File: config.mk
export PLATFORM = sky130hd
export DESIGN_NAME = new_data_cache
export DESIGN_NICKNAME = d
export VERILOG_FILES = /design/src/rtl/tartaruga_pkg.sv /design/src/rtl/dcache_line_array.sv /design/src/rtl/new_data_cache.sv
export SDC_FILE = /design/constraint.sdc
export NUM_CORES = 2
export LEC_CHECK = 0
export CELL_PAD_IN_SITES_DETAIL_PLACEMENT = 0
export CELL_PAD_IN_SITES_GLOBAL_PLACEMENT = 1
export CORE_MARGIN = 2
export CORE_UTILIZATION = 48
export DETAILED_ROUTE_END_ITERATION = 10
export PLACE_DENSITY = 0.8
export SLEW_MARGIN = 20
export SYNTH_ARGS = -nofsm -noshare
export SYNTH_HDL_FRONTEND = slang
export SYNTH_SLANG_ARGS = --single-unit
export TNS_END_PERCENT = 30
File: constraint.sdc
create_clock -name clk_i -period 14.6 [get_ports clk_i]
set_clock_uncertainty 0.05 [all_clocks]
set_input_delay 2.92 -clock clk_i [delete_from_list [all_inputs] [get_ports clk_i]]
set_output_delay 2.92 -clock clk_i [all_outputs]
set_load 0.02 [all_outputs]
File: src/rtl/tartaruga_pkg.sv
// ============================================================================
// Module   : tartaruga_pkg
// Brief    : Shared bus types plus data-cache line, state and helper definitions.
// Revision : 1.0 - initial release
// ============================================================================
`default_nettype none

package tartaruga_pkg;

  typedef logic [31:0]  bus32_t;
  typedef logic [127:0] dcache_line_t;

  typedef enum logic [1:0] {
    IDLE      = 2'd0,
    MISS_REQ  = 2'd1,
    MISS_WAIT = 2'd2,
    WT_REQ    = 2'd3
  } dcache_state_t;

  localparam int unsigned DCACHE_LINE_BYTES = 16;

  // Replace one 32-bit word of a line; word 0 sits in the LSBs.
  function automatic dcache_line_t dcache_merge_word(input dcache_line_t line,
                                                     input logic [1:0]   sel,
                                                     input bus32_t       word);
    dcache_line_t res;
    res = line;
    res[{sel, 5'b0} +: 32] = word;
    return res;
  endfunction

endpackage

`default_nettype wire

File: src/rtl/dcache_line_array.sv
// ============================================================================
// Module   : dcache_line_array
// Brief    : Valid/tag/data storage; asynchronous read, synchronous write,
//            valid bits cleared by reset.
// Revision : 1.0 - initial release
// ============================================================================
`default_nettype none

module dcache_line_array
  import tartaruga_pkg::*;
#(
  parameter int unsigned NUM_LINES = 16,
  parameter int unsigned IDX_W     = $clog2(NUM_LINES),
  parameter int unsigned TAG_W     = 28 - IDX_W
) (
  input  logic             clk,
  input  logic             rst_n,
  input  logic [IDX_W-1:0] i_rd_idx,
  output logic             o_rd_valid,
  output logic [TAG_W-1:0] o_rd_tag,
  output dcache_line_t     o_rd_data,
  input  logic             i_wr_en,
  input  logic [IDX_W-1:0] i_wr_idx,
  input  logic [TAG_W-1:0] i_wr_tag,
  input  dcache_line_t     i_wr_data
);

  logic [NUM_LINES-1:0] r_valid;
  logic [TAG_W-1:0]     r_tag  [NUM_LINES];
  dcache_line_t         r_data [NUM_LINES];

  always_ff @(posedge clk or negedge rst_n) begin
    if (!rst_n) begin
      r_valid <= '0;
    end else if (i_wr_en) begin
      r_valid[i_wr_idx] <= 1'b1;
    end
  end

  // Tag and data contents are meaningless until the valid bit is set.
  always_ff @(posedge clk) begin
    if (i_wr_en) begin
      r_tag[i_wr_idx]  <= i_wr_tag;
      r_data[i_wr_idx] <= i_wr_data;
    end
  end

  assign o_rd_valid = r_valid[i_rd_idx];
  assign o_rd_tag   = r_tag[i_rd_idx];
  assign o_rd_data  = r_data[i_rd_idx];

endmodule

`default_nettype wire

File: src/rtl/new_data_cache.sv
// ============================================================================
// Module   : new_data_cache
// Brief    : Direct-mapped, write-allocate, write-through L1 data cache.
// Config   : DCACHE_RSP_ADDR_CHECK_EN - drop refill responses whose line
//            address differs from the missing line.
// Revision : 1.0 - initial release
// ============================================================================
`default_nettype none

module new_data_cache
  import tartaruga_pkg::*;
#(
  parameter int unsigned NUM_LINES = 16
) (
  input  logic         clk_i,
  input  logic         rstn_i,
  input  bus32_t       addr_i,
  input  bus32_t       data_wr_i,
  input  logic         we_i,
  input  logic         valid_i,
  output bus32_t       data_rd_o,
  output logic         ready_o,
  output bus32_t       mem_addr_o,
  output logic         mem_req_valid_o,
  input  logic         mem_req_ready_i,
  output logic         mem_we_o,
  output dcache_line_t mem_data_wr_o,
  input  dcache_line_t mem_data_line_i,
  input  logic         mem_rsp_valid_i,
  output logic         mem_rsp_ready_o,
  input  bus32_t       mem_rsp_addr_i
);

  localparam int unsigned c_idx_w = $clog2(NUM_LINES);
  localparam int unsigned c_tag_w = 28 - c_idx_w;

  dcache_state_t r_state;
  dcache_state_t w_state_nxt;

  logic [c_idx_w-1:0] w_idx;
  logic [c_tag_w-1:0] w_tag;
  logic [1:0]         w_word;

  logic               w_arr_valid;
  logic [c_tag_w-1:0] w_arr_tag;
  dcache_line_t       w_arr_data;
  logic               w_arr_wr_en;
  dcache_line_t       w_arr_wr_data;

  logic               w_hit;
  logic               w_rsp_match;
  logic               w_capture;
  dcache_line_t       w_merged;
  dcache_line_t       r_wr_line;
  logic [27:0]        r_wr_la;
  logic               w_unused;

  assign w_idx    = addr_i[4 +: c_idx_w];
  assign w_tag    = addr_i[31 -: c_tag_w];
  assign w_word   = addr_i[3:2];
  assign w_hit    = w_arr_valid && (w_arr_tag == w_tag);
  assign w_merged = dcache_merge_word(w_arr_data, w_word, data_wr_i);

`ifdef DCACHE_RSP_ADDR_CHECK_EN
  assign w_rsp_match = (mem_rsp_addr_i[31:4] == addr_i[31:4]);
  assign w_unused    = ^{addr_i[1:0], mem_rsp_addr_i[3:0]};
`else
  assign w_rsp_match = 1'b1;
  assign w_unused    = ^{addr_i[1:0], mem_rsp_addr_i};
`endif

  dcache_line_array #(
    .NUM_LINES (NUM_LINES),
    .IDX_W     (c_idx_w),
    .TAG_W     (c_tag_w)
  ) u_line_array (
    .clk        (clk_i),
    .rst_n      (rstn_i),
    .i_rd_idx   (w_idx),
    .o_rd_valid (w_arr_valid),
    .o_rd_tag   (w_arr_tag),
    .o_rd_data  (w_arr_data),
    .i_wr_en    (w_arr_wr_en),
    .i_wr_idx   (w_idx),
    .i_wr_tag   (w_tag),
    .i_wr_data  (w_arr_wr_data)
  );

  always_ff @(posedge clk_i or negedge rstn_i) begin
    if (!rstn_i) begin
      r_state   <= IDLE;
      r_wr_line <= '0;
      r_wr_la   <= '0;
    end else begin
      r_state <= w_state_nxt;
      if (w_capture) begin
        r_wr_line <= w_merged;
        r_wr_la   <= addr_i[31:4];
      end
    end
  end

  always_comb begin
    w_state_nxt     = r_state;
    ready_o         = 1'b0;
    data_rd_o       = '0;
    mem_req_valid_o = 1'b0;
    mem_we_o        = 1'b0;
    mem_addr_o      = '0;
    mem_data_wr_o   = '0;
    mem_rsp_ready_o = 1'b0;
    w_arr_wr_en     = 1'b0;
    w_arr_wr_data   = w_merged;
    w_capture       = 1'b0;

    case (r_state)
      IDLE: begin
        if (valid_i) begin
          if (!w_hit) begin
            w_state_nxt = MISS_REQ;
          end else if (we_i) begin
            // The array takes the store now; the write-through replays the same line.
            w_arr_wr_en = 1'b1;
            w_capture   = 1'b1;
            w_state_nxt = WT_REQ;
          end else begin
            ready_o   = 1'b1;
            data_rd_o = w_arr_data[{w_word, 5'b0} +: 32];
          end
        end
      end
      MISS_REQ: begin
        mem_req_valid_o = 1'b1;
        mem_addr_o      = {addr_i[31:4], 4'b0};
        if (mem_req_ready_i) begin
          w_state_nxt = MISS_WAIT;
        end
      end
      MISS_WAIT: begin
        mem_rsp_ready_o = 1'b1;
        if (mem_rsp_valid_i && w_rsp_match) begin
          w_arr_wr_en   = 1'b1;
          w_arr_wr_data = mem_data_line_i;
          w_state_nxt   = IDLE;
        end
      end
      WT_REQ: begin
        mem_req_valid_o = 1'b1;
        mem_we_o        = 1'b1;
        mem_addr_o      = {r_wr_la, 4'b0};
        mem_data_wr_o   = r_wr_line;
        if (mem_req_ready_i) begin
          ready_o     = 1'b1;
          w_state_nxt = IDLE;
        end
      end
      default: w_state_nxt = IDLE;
    endcase
  end

endmodule

`default_nettype wire

# After elaboration in Yosys (flattened, before gate mapping)
# Memory sizes are Yosys's and may differ from the RTL's.
# Cells that the tools add are included.
word_totals:
  reg_bits: 174
  mem_bits_rw: 2432
  inputBits: 230
  output_inout_bits: 196
  elab_cells: 63
  mem_count: 2
memory_table:
  columns: ["memory", "depth", "word_bits", "read_ports", "rd_clocked_by_memory_dff", "wr", "line", "text"]
  rows:
  - ["u_line_array.r_data", 16, 128, 1, 0, 1, "dcache_line_array.sv:30", "dcache_line_t r_data [NUM_LINES];"]
  - ["u_line_array.r_tag", 16, 24, 1, 0, 1, "dcache_line_array.sv:29", "logic [TAG_W-1:0] r_tag [NUM_LINES];"]
classes:
  addsub: 1
  n_lt_le_gt_ge: 2
  n_eq_ne: 9
  shift: 3
  n_mux: 36
  bitwise_logic: 1
  n_reduce_logical: 5
op_table:
  columns: ["cell", "count"]
  rows:
  - ["$mux W128", 3]
  - ["$bwmux W128", 1]
  - ["$mux W32", 4]
  - ["$shift A32 B9 Y128 const A", 1]
  - ["$shiftx A128 B8 Y32", 1]
  - ["$shiftx A32 B9 Y128", 1]
  - ["$pmux W32 S2", 1]
  - ["$eq A24 B24 Y1", 1]
  - ["$mux W1", 16]
  - ["$or A16 B16 Y16", 1]
  - ["$mux W2", 6]
  - ["$neg A7 Y9", 1]
  - ["$ne A2 B2 Y1 const B", 4]
  - ["$pmux W2 S4", 1]
  - ["$lt A4 B5 Y1 const B", 1]
  - ["$reduce_and A5 Y1", 1]
  - ["$bmux W1 S4", 1]
  - ["$demux W1 S4", 1]
  - ["$eq A2 B2 Y1 const B", 2]
  - ["$ge A4 B1 Y1 const B", 1]
  - ["$pmux W1 S2", 2]
  - ["$ne A3 B3 Y1 const B", 1]
  - ["$eq A2 B1 Y1 const B", 1]
  - ["$logic_and A1 B1 Y1", 2]
  - ["other kinds (2)", 2]

# Depth between registers and ports, before layout
logic_depth:
  depth_word: 8
  ltp_mapped: 17
  mapped_depth_nobuf: 9

# Hierarchy
# From an unflattened synthesis, not the netlist that was laid out.
unflattened:
  hier_cells: 5229
  hier_area_um2: 103395.4
modules_own_cells:
  columns: ["mod", "instances", "cells_per_inst", "area_per_inst_um2", "seq_area_each_um2"]
  rows:
  - ["dcache_line_array", 1, 3876, 91828.1, 73430.4]
  - ["new_data_cache", 1, 1353, 11567.3, 3953.8]

# Worst setup path after synthesis
# No wires, ideal clock.
synth_path:
  path_type: "in2reg"
  start: "input addr_i[4]"
  end: "memory u_line_array.r_data[0][0] in the netlist's numbering, enable pin"
  arrival_time_ns: 16.257
  required_ns: 13.700
  path_slack_ns: -2.557
  cell_stages: 15
  n_path_buf: 7
  path_cell_list: "buf_2 buf_6 buf_6 buf_4 buf_2 mux2i_1 a221oi_1 mux2i_1 o2111ai_1 or4_1 or4b_4 and2_1 buf_6 buf_6 nor3_1"
synth_between:
  elab_chain_cells: 8
  elab_cells_between_ends: 10
  cone_classes: "1 x eq/ne; 7 x mux; 1 x reduce/logical; 1 x memory"
synth_rtl:
  columns: ["element", "line", "text"]
  rows:
  - ["from (decl)", "new_data_cache.sv:17", "input bus32_t addr_i,"]
  - ["$mem_v2 Z16 W24 / $bmux W1 S4 (equally long branches)", null, null]
  - ["$eq A24 B24 Y1 / $mux W1 (equally long branches)", "new_data_cache.sv:61, dcache_line_array.sv:48", null]
  - ["$logic_and A1 B1 Y1", "new_data_cache.sv:61", "assign w_hit = w_arr_valid && (w_arr_tag == w_tag);"]
  - ["$mux W1", "new_data_cache.sv:119", "if (!w_hit) begin"]
  - ["$mux W1", "new_data_cache.sv:118", "if (valid_i) begin"]
  - ["$pmux W1 S2", "new_data_cache.sv:116", "case (r_state)"]
  - ["$mux W1", "dcache_line_array.sv:42", "if (i_wr_en) begin"]
  - ["$mux W1 (not written as such)", "dcache_line_array.sv:44", "r_data[i_wr_idx] <= i_wr_data;"]
  - ["to (decl)", "dcache_line_array.sv:30", null]
# Parallel ways exist; a longest one is shown, timed or not. The select of a mux whose other input is x is not followed.

# Worst setup path after layout
layout_path:
  start: "input addr_i[5]"
  end: "output data_rd_o[10]"
layout_between:
  elab_chain_cells: 6
  elab_cells_between_ends: 11
  cone_classes: "1 x eq/ne; 1 x shift; 6 x mux; 1 x reduce/logical; 2 x memory"
layout_rtl:
  columns: ["element", "line", "text"]
  rows:
  - ["$mem_v2 Z16 W128 (tied with other cells)", null, null]
  - ["$shiftx A128 B8 Y32 (tied with other cells)", "new_data_cache.sv:128", "data_rd_o = w_arr_data[{w_word, 5'b0} +: 32];"]
  - ["$mux W32 / $logic_and A1 B1 Y1 (equally long branches)", "new_data_cache.sv:121, new_data_cache.sv:61", null]
  - ["$mux W32 *", "new_data_cache.sv:119", null]
  - ["$mux W32 *", "new_data_cache.sv:118", null]
  - ["$mux W32 *", "new_data_cache.sv:116", null]
  - ["to (decl)", "new_data_cache.sv:21", "output bus32_t data_rd_o,"]
# Every way passes the cells marked *; elsewhere a longest branch is shown, timed or not. The select of a mux whose other input is x is not followed.

==> flow_summary.yaml <==
outcome:
  outcome: "completed"
synthesis:
  yosysTopAreaCell: "edfxtp_1"
  synth-main-ff-cell: "edfxtp_1"
  synth_area_per_cell_um2: 20.5
  ys_ff_latch: 2606
  synth-seq-area-share: 0.738
  syn_inst: 5121
  syn-cell-area_mm2: 0.105
  synthArstFlopShare: 0.0668
  synth_top_area_frac: 0.697
  yosys_warnings: 0
  synth_edf_count: 2432
  yosysUniqueCellTypes: 66
  synth_area_leaders: "edfxtp_1 70%, mux4_2 16%, dfrtp_1 4.2%"
clock_network:
  insertion_delay_ns: 0.90
  ctsResizeCount: 0
  clock-root-buffer: "clkbuf_16"
  cts_setup_buffers: 0
  cts-buffers-inserted: 280
  ctsHoldBuffers: 0
  cts.sinks: 2606
  clk_path_buf_depth: 4
  cts_max_level: 5
  clk_pin_slew_worst_paths_ns: 0.06
  cts_tree: "done"
detailed_routing:
  dr.pass1.iters: 5
  first_iter_violations: 8565
  wl_per_cell_um: 34.1
  drc: 0
  via_count: 55179
  drt_wl_total_mm: 296
  detail-route-antenna-nets: 0
  via_per_inst: 6.36
sta:
  min_period_ns: 11.76
  finalCritPeriodShare: 0.805
  rsz0062_at_grt: "no"
  layout_setup_ws_ns: 2.84
  timing.max_slew.rel_slack: 0.153
  holdWs_ns: 0.411
  finalHoldViolations: 0
  fmax_ghz: 0.0851
  setup_viol: 0
  slew_violations: 0
  worst_pin_slew_ns: 1.26
placement:
  io_buffers: 387
  place_ws_ns: 2.95
  dp_cells: 8189
  gp_congestion: 0.815
  dp_hpwl_mm: 167
power:
  internal_power_w: 0.0134
  comb_power_share: 0.106
  p_per_area_mw_per_mm2: 145
  power_switching_w: 0.00419
  power_frac_clock: 0.393
  p_leak_nw: 40.4
  irDropWorstVdd_uv: 134
  swShare: 0.238
  seq_power_share: 0.501
run:
  drv_cap: 0
floorplan:
  initial_core_util: 0.483
  core-area_mm2: 0.217
  die_area_mm2: 0.222
  rows: 171
  dieHeight_um: 471
  ios: 426
  die_x_um: 471
global_route:
  grt.total_usage: 0.265
  grt_pass1_vias: 54770
  overflow: 0
  grt_max_degree: 120
  antenna_found_initial: 23
  grt_first_pass_wirelength_mm: 415
layout:
  drive_above_1_share: 0.248
  fillers: 15834
  layout.nets: 5858
  final_core_util: 0.557
  final_cells: 8676
  syn2layout_area_growth_pct: 15.5
  seqCellArea_mm2: 0.0774
  multi_input_area_mm2: 0.0257
hold_path:
  holdCritStartpoint: "u_line_array.r_valid[3]"
  min_path_type: "flip-flop to flip-flop"
worst_setup_path:
  path_cells: "buf_8, buf_4, buf_4, mux4_2, a22oi_1, o21ai_0, xnor2_1, nand2_1, nor2_1, nand4_1, or3_2, buf_4, nor2b_1, clkdlybuf4s50_1"
  cp-end-kind: "output pin"
  worstSetupPathType: "input pin to output pin"
  cpPeakStageDelay_ns: 0.79
  worst_path_max_delay_cell: "buf_4"
  required_ns: 11.63
  worstPathArrival_ns: 8.79
  r2r_start: "u_line_array.r_tag[2][19]"
  start_kind: "input pin"
  crit_fanout: 79
  crit_path_start: "addr_i[5]"
  crit_top_cell: "buf_4"
## sequential cells by signal, summed over array words and instances, names as in the netlist
name	count
r_state	2
r_wr_la	28
r_wr_line	128
u_line_array.r_data	2048
u_line_array.r_tag	384
u_line_array.r_valid	16
## metal layers
layer  GRT usage  wire length [um]  vias up
met3      0.0603             33300      535
li1            -                 -    21641
met4       0.117             14700       14
met5           0               136        -
met2       0.406            138000     3675
met1       0.367            110000    29314
## kinds of logic after synthesis
logic type / after synthesis / synth area share
flops: 2606 / 0.738
compound gates: 268 / 0.0166
xor+xnor: 32 / 0.00275
simple gates: 787 / 0.0337
mux: 983 / 0.189
buf+inv: 435 / 0.0184
other cells: 1 / 0.0000358
fa+ha+maj: 9 / 0.00107
## stage by stage
stage | area (um^2) | total power [W] | setup TNS, ns
after floorplan | 105000 | 0.0100 | -4514.30
after global placement | 112000 | 0.0107 | 0
after detailed placement | 112000 | 0.0108 | 0
after CTS | 121000 | 0.0176 | 0
after global routing | 121000 | 0.0180 | 0
final | 121000 | 0.0176 | 0
## final timing paths
path / to / slack [ns] / depth (start not counted)
max: data_rd_o[10] / 2.84 / 14
min: u_line_array.r_valid[3] / 0.41 / 1
max reg2reg: u_line_array.r_data[0][79] / 8.28 / 10
min reg2reg: u_line_array.r_valid[3] / 0.41 / 1
max in group asynchronous: r_wr_line[29] / 11.07 / 2
min in group asynchronous: r_state[0] / 1.94 / 1
## synth_stat cells (27+ instances only)
cell / instances
mux2i_1: 80
nand2_1: 161
inv_1: 141
mux2_4: 140
nor2b_1: 37
o21ai_0: 145
clkbuf_1: 172
buf_2: 63
and2_1: 131
mux4_2: 738
nor2_1: 398
a22o_1: 36
edfxtp_1: 2432
dfrtp_1: 174
xnor2_1: 27
## power by group through the flow
stage               clock network, W  registers, W  logic, W
finish                       0.00692       0.00882   0.00186
global route                 0.00727       0.00882   0.00196
CTS                          0.00699       0.00882   0.00183
detailed placement                 0       0.00897   0.00183
global placement                   0       0.00896   0.00176
floorplan                          0       0.00898   0.00103
## placed cells by master (no fill, tap or decap), types with 6 or more instances in the layout
cell type,instances
clkbuf_8,14
xnor2_1,27
buf_12,16
mux4_2,738
nor2b_1,36
a221oi_1,19
clkbuf_16,287
buf_4,99
ha_1,6
nor2_1,391
a22o_1,36
edfxtp_1,2432
nand2_1,160
mux2i_1,80
mux2_2,21
clkinv_1,46
nor2_2,6
mux2_4,140
o21ai_0,138
clkbuf_1,53
and2_1,130
diode_2,8
inv_1,141
nor3_2,14
o21ai_1,7
clkinvlp_4,8
nand3_1,10
o21bai_1,8
dfrtp_1,174
o22ai_1,8
bufinv_16,26
nand2b_1,9
clkinv_2,34
clkdlybuf4s50_1,382
a22oi_1,11
## critical path: cells and delay by family
family,cells,cell delay [ns]
compound gates,2,0.32
xor+xnor,1,0.33
simple gates,5,1.45
mux,1,0.42
buf+inv,5,3.13
## final cells by class
class,instances,area share
flip-flops and latches,2606,0.639
multi-input cells,2083,0.212
clock buffers,353,0.0625
repair buffers,504,0.0413
well taps,2854,0.0295
clock inverters,124,0.0107
inverters,144,0.00453
diodes,8,0.000165
(Power assumes the default switching activity.)
